### src/rtl/div_ctrl.sv
// div_ctrl: multi-cycle 32-bit restoring divider (signed/unsigned) for the EX stage.
// Macro DIV_ZERO_FAST_EN: zero divisors bypass the iteration through a BYZERO state.
`ifndef RstEnable
`define RstEnable 1'b1
`endif

module div_ctrl (
  input  logic        clk,
  input  logic        rst,
  input  logic        signed_div_i,
  input  logic [31:0] opdata1_i,
  input  logic [31:0] opdata2_i,
  input  logic        start_i,
  input  logic        annul_i,
  output logic [63:0] result_o,
  output logic        ready_o,
  output logic        busy_o
);

`ifdef DIV_ZERO_FAST_EN
  typedef enum logic [1:0] {FREE = 2'd0, ON = 2'd1, END = 2'd2, BYZERO = 2'd3} state_e;
`else
  typedef enum logic [1:0] {FREE = 2'd0, ON = 2'd1, END = 2'd2} state_e;
`endif

  state_e      state_q, state_d;
  logic [5:0]  cnt_q, cnt_d;
  logic [64:0] sr_q, sr_d;
  logic [31:0] divisor_q, divisor_d;
  logic        signed_q, signed_d;
  logic        neg1_q, neg1_d;
  logic        neg2_q, neg2_d;
  logic [63:0] result_q, result_d;
  logic        ready_q, ready_d;

  logic [33:0] cand_s;
  logic [33:0] trial_s;
  logic [31:0] quot_fix_s;
  logic [31:0] rem_fix_s;

  function automatic logic [31:0] mag_f(input logic sgn, input logic [31:0] v);
    return (sgn && v[31]) ? (32'd0 - v) : v;
  endfunction

  // Shift the partial remainder left by one, pulling in the next dividend bit;
  // bit 33 of the trial difference is the borrow.
  assign cand_s     = sr_q[64:31];
  assign trial_s    = cand_s - {2'b00, divisor_q};
  assign quot_fix_s = (signed_q && (neg1_q ^ neg2_q)) ? (32'd0 - sr_q[31:0]) : sr_q[31:0];
  assign rem_fix_s  = (signed_q && neg1_q) ? (32'd0 - sr_q[63:32]) : sr_q[63:32];

  // Next-state and datapath update
  always_comb begin
    state_d   = state_q;
    cnt_d     = cnt_q;
    sr_d      = sr_q;
    divisor_d = divisor_q;
    signed_d  = signed_q;
    neg1_d    = neg1_q;
    neg2_d    = neg2_q;
    result_d  = result_q;
    ready_d   = ready_q;
    case (state_q)
      FREE: begin
        if (start_i && !annul_i) begin
          cnt_d     = 6'd0;
          sr_d      = {33'd0, mag_f(signed_div_i, opdata1_i)};
          divisor_d = mag_f(signed_div_i, opdata2_i);
          signed_d  = signed_div_i;
          neg1_d    = signed_div_i & opdata1_i[31];
          neg2_d    = signed_div_i & opdata2_i[31];
`ifdef DIV_ZERO_FAST_EN
          state_d   = (opdata2_i == 32'd0) ? BYZERO : ON;
`else
          state_d   = ON;
`endif
        end else begin
          state_d  = FREE;
          ready_d  = 1'b0;
          result_d = 64'd0;
        end
      end
      ON: begin
        if (annul_i) begin
          state_d  = FREE;
          ready_d  = 1'b0;
          result_d = 64'd0;
        end else if (cnt_q == 6'd32) begin
          state_d  = END;
          ready_d  = 1'b1;
          result_d = {rem_fix_s, quot_fix_s};
        end else begin
          sr_d  = trial_s[33] ? {cand_s[32:0], sr_q[30:0], 1'b0}
                              : {trial_s[32:0], sr_q[30:0], 1'b1};
          cnt_d = cnt_q + 6'd1;
        end
      end
`ifdef DIV_ZERO_FAST_EN
      // One dwell cycle so the result appears two edges after the start.
      BYZERO: begin
        if (annul_i) begin
          state_d  = FREE;
          ready_d  = 1'b0;
          result_d = 64'd0;
        end else if (cnt_q == 6'd0) begin
          cnt_d = 6'd1;
        end else begin
          state_d  = END;
          ready_d  = 1'b1;
          result_d = 64'd0;
        end
      end
`endif
      END: begin
        if (!start_i) begin
          state_d  = FREE;
          ready_d  = 1'b0;
          result_d = 64'd0;
        end else begin
          state_d = END;
        end
      end
      default: begin
        state_d  = FREE;
        ready_d  = 1'b0;
        result_d = 64'd0;
      end
    endcase
  end

  // State and datapath registers with synchronous reset
  always_ff @(posedge clk) begin
    if (rst == `RstEnable) begin
      state_q   <= FREE;
      cnt_q     <= 6'd0;
      sr_q      <= 65'd0;
      divisor_q <= 32'd0;
      signed_q  <= 1'b0;
      neg1_q    <= 1'b0;
      neg2_q    <= 1'b0;
      result_q  <= 64'd0;
      ready_q   <= 1'b0;
    end else begin
      state_q   <= state_d;
      cnt_q     <= cnt_d;
      sr_q      <= sr_d;
      divisor_q <= divisor_d;
      signed_q  <= signed_d;
      neg1_q    <= neg1_d;
      neg2_q    <= neg2_d;
      result_q  <= result_d;
      ready_q   <= ready_d;
    end
  end

  assign result_o = result_q;
  assign ready_o  = ready_q;
  assign busy_o   = (state_q != FREE);

endmodule

### config.mk
export PLATFORM = sky130hd
export DESIGN_NAME = div_ctrl
export DESIGN_NICKNAME = d
export VERILOG_FILES = /design/src/rtl/div_ctrl.sv
export SDC_FILE = /design/constraint.sdc
export NUM_CORES = 1
export LEC_CHECK = 0
export CAP_MARGIN = 20
export CORE_MARGIN = 1.5
export CORE_UTILIZATION = 50
export DETAILED_ROUTE_END_ITERATION = 16
export GPL_TIMING_DRIVEN = 0
export HOLD_SLACK_MARGIN = 0.12
export PLACE_DENSITY = 0.73
export SYNTH_ARGS = -nofsm -noshare
export SYNTH_HDL_FRONTEND = slang
export SYNTH_SLANG_ARGS = --single-unit
export TNS_END_PERCENT = 5
### constraint.sdc
create_clock -name clk -period 5.1 [get_ports clk]
set_input_delay 0.765 -clock clk [delete_from_list [all_inputs] [get_ports clk]]
set_output_delay 0.765 -clock clk [all_outputs]
set_load 0.02 [all_outputs]
==> impl_metrics.csv, run 1 <==
group,metric,value,unit
routing,drt_first_pass_iters,6,
global_route,grt_usage,27.6,%
floorplan,num_io_pins,135,
synth,synthCells,1423,
synth,synth_top_area_cell,"dfxtp_1",
setup_path,startpoint_type,"flop",
setup_path,path_buf_inv,2,
synth,yosys-top-cells-area,"dfxtp_1 32%, a21oi_1 6.3%, xor2_1 6.2%",
clock_tree,cts_buffer_depth,2,
final_layout,register_area,0.00346,mm2
routing,wirelength,30600,um
sta,fin_crit,3.43,ns
job,max-cap-violations,0,
synth,syn-num-nets,1531,
power,powerDensity,257,mW/mm2
floorplan,num_rows,53,
sta,worstMarginPinSlew,0.709,ns
setup_path,cp_max_fo,6,
synth,netlist.area_leader.share,31.8,%
final_layout,diodes,0,
floorplan,dieArea,0.0227,mm2
synth,syn_avg_cell_area,7.66,um2
setup_path,cp.required,5.43,ns
clock_tree,cts_inserted_buffers,17,
synth,synth.most_common_cell,"nor2_1",
setup_path,worstPathCellList,"inv_1, ha_1, inv_1, fa_1, a21oi_1, o22ai_1, o31ai_1, o21ai_1, a2111oi_0, o31a_1, a2bb2oi_1, nand3_1",
clock_tree,cts_resized,0,
place,io_buffers,133,
synth,async_reset_ff_share,0,%
final_layout,drive_above_1_share,4.53,%
final_layout,fillCellCount,1993,
setup_path,crit_family,"compound AO/OA/AOI/OAI gates",
floorplan,dieHeight,151,um
setup_path,setup.worst_path.class,"reg -> reg",
clock_tree,cts_hold_buf,0,
clock_tree,cts.clk_slew.worst_paths,0.07,ns
sta,slew_headroom,52.7,%
routing,vias,10539,
setup_path,cp_slowest_cell,"a2111oi_0",
synth,synthTopCellsByCount,"175 x nor2_1, 173 x dfxtp_1, 145 x nand2_1",
sta,clock.fmax,0.292,GHz
synth,synth_edf_count,0,
power,p_leak,4.86,nW
place,dp_hpwl,24300,um
hold_path,hold_class,"reg -> reg",
clock_tree,cts_tree,"yes",
global_route,antenna_found_initial,0,
routing,initialDrtViolationCount,787,
routing,drc_errors,0,
final_layout,multi_input_area,0.00685,mm2
synth,yosysSeqAreaShare,31.8,%
synth,synth_flop_cell,"dfxtp_1",
floorplan,start_util,51.3,%
sta,period_share,67.2,%
final_layout,syn_to_final_growth,20.7,%
floorplan,die_w,151,um
sta,finalMaxSlewViolations,0,
sta,hold_viol,0,
clock_tree,ctsRootBufferMaster,"clkbuf_16",
routing,wl_per_cell,16.4,um
synth,ys_types,76,
sta,holdWs,0.458,ns
global_route,gr-total-overflow,0,
routing,vias_per_cell,5.66,
global_route,grt_pass1_wl,49100,um
setup_path,endpoint_kind,"flop",
synth,ys.warnings.count,0,
clock_tree,htree_levels,4,
sta,fin_skew,0.0131,ns
global_route,grt_pass1_vias,9268,
routing,postRouteAntennaNets,0,
status,status,"completed",
setup_path,critPathArrivalTime,3.75,ns
synth,synth-seq-cells,173,
synth,netlist_area,0.0109,mm2
sta,rsz0062_at_grt,"no",
setup_path,critPathMaxStageDelay,0.52,ns
final_layout,nets,1683,
floorplan,core,0.0212,mm2
sta,setup_tns,0,ns
clock_tree,cts_setup_buffers,0,
sta,setup_viol,0,
clock_tree,clkSinkCount,173,
clock_tree,clk_latency,0.45,ns
place,routabilityCongestion,0.930,
setup_path,crit_top_cell,"inv_1",
global_route,grt_max_degree,19,
power,peakVddDrop,226,uV
sequential cells by signal, summed over array words and instances, names as in the netlist:
| name | count |
|---|---|
| neg1_q | 1 |
| divisor_q | 32 |
| cnt_q | 6 |
| result_o | 64 |
| state_q | 2 |
| ready_o | 1 |
| signed_q | 1 |
| sr_q | 65 |
| neg2_q | 1 |
worst min-delay path, cell delays in order, from the launching register on:
cell	delay, ns
dfxtp_1	0.33
nand2_1	0.04
o21ai_0	0.05
cell usage in the layout (no fill, tap or decap), drive strengths merged, types with 8 or more instances in the layout:
master         instances
nor2                 175
dfxtp                173
nand2                146
a21oi                138
clkdlybuf4s50        133
o21ai                 99
clkbuf                96
xor2                  77
xnor2                 70
inv                   66
nor3                  39
ha                    38
a211oi                37
a22oi                 28
nand3                 24
mux2i                 21
o31ai                 18
nor4                  16
o211ai                14
or3                   13
nor2b                 12
buf                   12
o41ai                 12
nand4                 11
a32oi                 11
nand2b                 9
and2                   8
where the power goes:
| part | switching, W | internal [W] | leakage, nW |
|---|---|---|---|
| clock network | 0.000625 | 0.000652 | 0.276 |
| logic | 0.000396 | 0.000259 | 3.18 |
| registers | 0.0000502 | 0.00139 | 1.40 |
area by class of cell:
class / instances / area share [%]
Sequential cell: 173 / 26.3
Multi-Input combinational cell: 1100 / 52.1
Inverter: 60 / 1.71
Clock buffer: 18 / 3.26
Timing Repair Buffer: 133 / 10.1
Clock inverter: 14 / 1.14
Buffer: 90 / 2.73
Tap cell: 275 / 2.62
per-layer routing:
layer | part of all wire [%] | wire length [um] | GRT usage, %
met5 | 0 | 0 | 0
met4 | 1.1 | 328 | 6.41
met3 | 7.0 | 2150 | 4.61
met2 | 41 | 12600 | 40.3
met1 | 51 | 15500 | 41.8
metrics by stage:
step	cells	utilization (%)	instance area, um2	power, W	worst slack, ns
6_report	1863	62.0	13100	0.00337	1.67
5_1_grt	1863	62.0	13100	0.00351	1.48
4_1_cts	1863	62.0	13100	0.00338	1.73
3_5_place_dp	1831	59.2	12600	0.00212	1.39
3_3_place_gp	1831	59.2	12600	0.00211	1.44
2_1_floorplan	1423	-	10900	0.00190	2.31
kinds of logic after synthesis:
logic type / count (synthesis) / synth area share (%)
mux: 21 / 1.93
fa+ha+maj: 39 / 4.55
simple gates: 484 / 20.9
compound gates: 409 / 23.7
flops: 173 / 31.8
buf+inv: 150 / 5.36
xor+xnor: 147 / 11.8
path summary, 6_finish.rpt:
kind	slack, ns	endpoint	start	cells past startpoint
hold reg to reg	0.46	result_o[29]$_SDFFE_PP0P_	result_o[29]$_SDFFE_PP0P_	2
setup reg to reg	1.67	sr_q[64]$_SDFFE_PP0P_	sr_q[31]$_SDFFE_PP0P_	12
hold / removal	0.46	result_o[29]$_SDFFE_PP0P_	result_o[29]$_SDFFE_PP0P_	2
setup / recovery	1.67	sr_q[64]$_SDFFE_PP0P_	sr_q[31]$_SDFFE_PP0P_	12
Note: power is estimated with default switching activity, not from simulation.
==> run 2, diff against run 1 <==
clock period = 3.3 ns   (was 5.1 ns; I/O delays follow)
==> run 2 against run 1 <==
Effect of this change:
- via count fell by 0.17%
- combinational power rose by 55%
- clock skew fell by 0.0010 ns
- worst setup slack got worse by 1.5 ns
- wire length rose by 0.34%
- first-iteration DRC count fell by 0.64%
- critical path depth did not move
- die area did not move
- design area rose by 0.15%
- hold slack barely moved
- critical endpoint unchanged
- count of clock-buffer cells in the layout did not move
==> impl_metrics.csv, run 2 (synthesis results as in run 1) <==
group,metric,value,unit
final_layout,fillCellCount,1991,
final_layout,drive_above_1_share,4.85,%
routing,wl_per_cell,16.5,um
final_layout,layout_common_cells,"175 x nor2_1, 172 x dfxtp_1, 145 x nand2_1, 137 x a21oi_1, 133 x clkdlybuf4s50_1",
routing,drc_errors,0,
place,dp_hpwl,24300,um
routing,initialDrtViolationCount,782,
sta,fin_ws,0.206,ns
final_layout,largest_reg_flops,65,
place,io_buffers,133,
final_layout,register_area,0.00346,mm2
power,p_leak,4.86,nW
clock_tree,htree_levels,4,
floorplan,num_rows,53,
sta,period_share,93.8,%
sta,setup_tns,0,ns
power,powerDensity,397,mW/mm2
setup_path,r2r-end,"sr_q[64]$_SDFFE_PP0P_",
routing,postRouteAntennaNets,0,
routing,vias,10521,
sta,setup_viol,0,
setup_path,startpoint_type,"flop",
setup_path,cp_slowest_cell,"a2111oi_1",
final_layout,syn_to_final_growth,20.9,%
routing,vias_per_cell,5.65,
power,swShare,31.8,%
job,max-cap-violations,0,
sta,worstMarginPinSlew,0.715,ns
setup_path,reg2reg_setup_slack,0.21,ns
floorplan,dieArea,0.0227,mm2
place,routabilityCongestion,0.930,
setup_path,critPathArrivalTime,3.42,ns
sta,slew_headroom,52.4,%
setup_path,worstPathCellList,"inv_1, ha_1, inv_1, fa_1, a21oi_1, o22ai_1, o31ai_2, o21ai_2, a2111oi_1, o31a_1, a2bb2oi_1, nand3_1",
clock_tree,clk_latency,0.44,ns
power,power.internal,0.00356,W
clock_tree,cts.clk_slew.worst_paths,0.07,ns
floorplan,dieHeight,151,um
setup_path,crit_top_cell,"inv_1",
floorplan,start_util,51.3,%
place,dp_slack,-0.142,ns
final_layout,multi_input_area,0.00687,mm2
sta,clock.fmax,0.323,GHz
power,peakVddDrop,352,uV
global_route,grt_max_degree,19,
global_route,grt_pass1_wl,49100,um
setup_path,setup.worst_path.class,"reg -> reg",
clock_tree,cts_inserted_buffers,17,
hold_path,min_to,"result_o[29]$_SDFFE_PP0P_",
power,pwr-share-comb,19.5,%
power,p_total,0.00522,W
setup_path,endpoint_kind,"flop",
final_layout,diodes,0,
global_route,grt_pass1_vias,9268,
hold_path,holdPathStages,2,
routing,drt_first_pass_iters,5,
power,seq_power_share,42.7,%
floorplan,core,0.0212,mm2
clock_tree,cts_hold_buf,0,
sta,finalMaxSlewViolations,0,
clock_tree,clkSinkCount,173,
final_layout,top_register,"sr_q",
sta,fin_crit,3.09,ns
global_route,antenna_found_initial,0,
clock_tree,cts_tree,"yes",
setup_path,cp_max_fo,6,
setup_path,cp.required,3.63,ns
setup_path,reg2reg_from,"sr_q[31]$_SDFFE_PP0P_",
hold_path,hold_class,"reg -> reg",
power,pwr-share-clk,37.8,%
routing,wirelength,30700,um
setup_path,critPathMaxStageDelay,0.43,ns
clock_tree,cts_buffer_depth,2,
floorplan,num_io_pins,135,
sta,hold_viol,0,
power,power.switching,0.00166,W
sta,fin_skew,0.0121,ns
floorplan,die_w,151,um
global_route,grt_usage,27.6,%
final_layout,nets,1682,
clock_tree,cts_resized,1,
sta,holdWs,0.457,ns
setup_path,ff2ff_path_depth,12,
final_layout,fin_util,62.1,%
clock_tree,cts_setup_buffers,0,
global_route,gr-total-overflow,0,
clock_tree,ctsRootBufferMaster,"clkbuf_16",
hold_path,worstHoldStart,"result_o[29]$_SDFFE_PP0P_",
status,status,"completed",
final_layout,final_common_cell,"nor2_1",
## run 2: final cells by class
class                           instances  share of cell area (%)
Tap cell                              275                    2.61
Multi-Input combinational cell       1100                    52.2
Clock buffer                           18                    3.26
Clock inverter                         14                    1.14
Inverter                               60                    1.71
Buffer                                 89                    2.70
Sequential cell                       173                    26.3
Timing Repair Buffer                  133                    10.1
## run 2: metrics by stage
stage | std cells | area (um2)
2_1_floorplan | 1423 | 10900
3_3_place_gp | 1831 | 12600
3_5_place_dp | 1831 | 12600
4_1_cts | 1863 | 13200
5_1_grt | 1862 | 13200
6_report | 1862 | 13200
## run 2: worst max path at each step
stage	startpoint	endpoint	slack (ns)	cells after the start
after floorplan	sr_q[31]$_SDFFE_PP0P_	sr_q[64]$_SDFFE_PP0P_	0.60	12
after global placement	annul_i	result_o[52]$_SDFFE_PP0P_	-0.09	10
after detailed placement	annul_i	result_o[28]$_SDFFE_PP0P_	-0.14	10
after CTS	sr_q[35]$_SDFFE_PP0P_	sr_q[54]$_SDFFE_PP0P_	0.1	11
after global routing	sr_q[31]$_SDFFE_PP0P_	sr_q[64]$_SDFFE_PP0P_	-0.01	12
final	sr_q[31]$_SDFFE_PP0P_	sr_q[64]$_SDFFE_PP0P_	0.21	12
## run 2: routing by layer
layer / share of wire [%] / track usage, % / vias up / wire [um]
li1: - / - / 5352 / -
met1: 51 / 41.8 / 4818 / 15600
met2: 41 / 40.3 / 324 / 12600
met3: 7.0 / 4.61 / 27 / 2130
met4: 1.1 / 6.41 / 0 / 333
met5: 0 / 0 / - / 0
## run 2: critical path, delay by kind of cell, from the launching register on
kind                       cells  cell delay (ns)
DFF                            1             0.36
and+or+nand+nor                1             0.09
AOI/OAI and AO/OA              7             1.82
adders and majority gates      2             0.56
buffers and inverters          2             0.15
## run 2: power by group through the flow
stage	clock, W	combinational, W	sequential [W]
6_report	0.00198	0.00102	0.00223
5_1_grt	0.00207	0.00113	0.00223
4_1_cts	0.00199	0.00100	0.00222
3_5_place_dp	0	0.000996	0.00227
3_3_place_gp	0	0.000988	0.00227
2_1_floorplan	0	0.000687	0.00225
==> run 3, diff against run 2 <==
PLACE_DENSITY = 0.75   (was 0.73)
==> run 3 against run 2 <==
Effect of this change:
- first-iteration DRC count decreased by 9.1%
- sequential power barely moved
- wire length grew 0.23%
- clock skew fell by 0.0022 ns
- fmax down 2.8%
- sequential share of layout area hardly changed
- utilization shrank 0.12 points
- count of clock-buffer cells in the layout grew 4
- critical path type unchanged
- largest power group unchanged
==> impl_metrics.csv, run 3 (synthesis results as in run 1) <==
group,metric,value,unit
job,max-cap-violations,0,
clock_tree,ctsRootBufferMaster,"clkbuf_16",
final_layout,multi_input_area,0.00686,mm2
place,io_buffers,133,
global_route,grt_pass1_wl,50100,um
setup_path,startpoint_type,"flop",
setup_path,crit_top_cell,"inv_1",
sta,finalMaxSlewViolations,0,
floorplan,die_w,151,um
routing,drt_first_pass_iters,5,
sta,hold_viol,0,
sta,fin_crit,3.18,ns
place,dp_hpwl,24300,um
sta,fin_ws,0.117,ns
clock_tree,cts_tree,"yes",
setup_path,cp.required,3.62,ns
global_route,antenna_found_initial,0,
sta,rsz0062_at_grt,"yes",
clock_tree,cts_setup_buffers,0,
place,dp_slack,-0.147,ns
routing,wl_per_cell,16.5,um
floorplan,num_rows,53,
power,p_leak,4.84,nW
routing,postRouteAntennaNets,0,
sta,setup_viol,0,
clock_tree,cts_hold_buf,0,
power,p_total,0.00519,W
sta,fin_skew,0.00995,ns
floorplan,dieHeight,151,um
routing,wirelength,30700,um
floorplan,num_io_pins,135,
setup_path,critPathMaxStageDelay,0.46,ns
floorplan,start_util,51.3,%
setup_path,worstPathCellList,"inv_1, ha_1, inv_1, fa_1, a21oi_1, o22ai_1, o31ai_2, o21ai_1, a2111oi_1, o31a_1, a2bb2oi_1, nand3_1",
sta,setup_tns,0,ns
clock_tree,clkSinkCount,173,
clock_tree,clk_latency,0.43,ns
hold_path,hold_class,"reg -> reg",
sta,clock.fmax,0.314,GHz
final_layout,drive_above_1_share,4.54,%
routing,vias_per_cell,5.70,
sta,holdWs,0.453,ns
setup_path,cp_slowest_cell,"a2111oi_1",
final_layout,register_area,0.00346,mm2
status,status,"completed",
power,peakVddDrop,336,uV
global_route,gr-total-overflow,0,
clock_tree,cts_buffer_depth,2,
clock_tree,htree_levels,4,
routing,vias,10618,
routing,initialDrtViolationCount,711,
sta,slew_headroom,53.6,%
global_route,grt_max_degree,17,
sta,period_share,96.4,%
final_layout,diodes,0,
setup_path,critPathArrivalTime,3.50,ns
clock_tree,cts.clk_slew.worst_paths,0.07,ns
final_layout,nets,1682,
setup_path,setup.worst_path.class,"reg -> reg",
routing,drc_errors,0,
final_layout,syn_to_final_growth,20.7,%
setup_path,crit_family,"compound AO/OA/AOI/OAI gates",
global_route,grt_pass1_vias,9693,
floorplan,dieArea,0.0227,mm2
power,powerDensity,395,mW/mm2
setup_path,endpoint_kind,"flop",
place,routabilityCongestion,0.915,
final_layout,top_register,"sr_q",
final_layout,layout_common_cells,"175 x nor2_1, 173 x dfxtp_1, 145 x nand2_1, 137 x a21oi_1, 133 x clkdlybuf4s50_1",
final_layout,largest_reg_flops,65,
floorplan,core,0.0212,mm2
clock_tree,cts_inserted_buffers,17,
sta,worstMarginPinSlew,0.696,ns
global_route,grt_usage,27.8,%
final_layout,fillCellCount,1989,
final_layout,final_common_cell,"nor2_1",
setup_path,cp_max_fo,6,
setup_path,path_buf_inv,2,
-- run 3: cell count changes in the layout (fill, tap and decap cells not counted), sizes merged --
cell and change:
clkbuf +4, inv -2, bufinv +1, clkinvlp +2, clkinv -5
-- run 3: stage by stage --
step	util, %	instance area (um2)	std cells
4_1_cts	61.9	13100	1863
3_5_place_dp	59.2	12600	1831
2_1_floorplan	-	10900	1423
3_3_place_gp	59.2	12600	1831
5_1_grt	61.9	13100	1862
6_report	61.9	13100	1862
-- run 3: where the power goes --
group / switching [W] / total (W) / internal (W)
Sequential: 0.0000786 / 0.00223 / 0.00215
Clock: 0.000864 / 0.00194 / 0.00107
Combinational: 0.000618 / 0.00102 / 0.000402
Total: 0.00156 / 0.00519 / 0.00363
-- run 3: layer usage --
layer / up-vias / GRT usage (%) / wire length [um]
met5: - / 0 / 0
met4: 0 / 6.65 / 371
met3: 28 / 4.30 / 2260
met2: 378 / 42.4 / 13200
met1: 4877 / 40.9 / 14900
li1: 5335 / - / -
-- run 3: timing repair --
| action | CTS | global route |
|---|---|---|
| resized for setup | 1 | 4 |
| endpoints found under the setup margin | 1 | 42 |
| gates cloned | 0 | 0 |
-- run 3: worst paths after layout --
check	cells past startpoint	from	to	slack (ns)
setup / recovery	12	sr_q[31]$_SDFFE_PP0P_	sr_q[64]$_SDFFE_PP0P_	0.12
setup reg to reg	12	sr_q[31]$_SDFFE_PP0P_	sr_q[64]$_SDFFE_PP0P_	0.12
hold / removal	2	divisor_q[24]$_SDFFE_PP0P_	divisor_q[24]$_SDFFE_PP0P_	0.45
hold reg to reg	2	divisor_q[24]$_SDFFE_PP0P_	divisor_q[24]$_SDFFE_PP0P_	0.45
-- run 3: area by class of cell --
cell class / count / area share [%]
clock inverter: 10 / 0.809
sequential: 173 / 26.3
inverter: 60 / 1.71
tap: 275 / 2.62
clock buffer: 22 / 3.46
timing repair buffer: 133 / 10.1
multi-input combinational: 1100 / 52.2
buffer: 89 / 2.70
-- run 3: worst min-delay path: cells and delay by family, from the launching register on --
kind,cells,cell delay [ns]
AOI/OAI and AO/OA,1,0.05
DFF,1,0.31
and+or+nand+nor,1,0.05
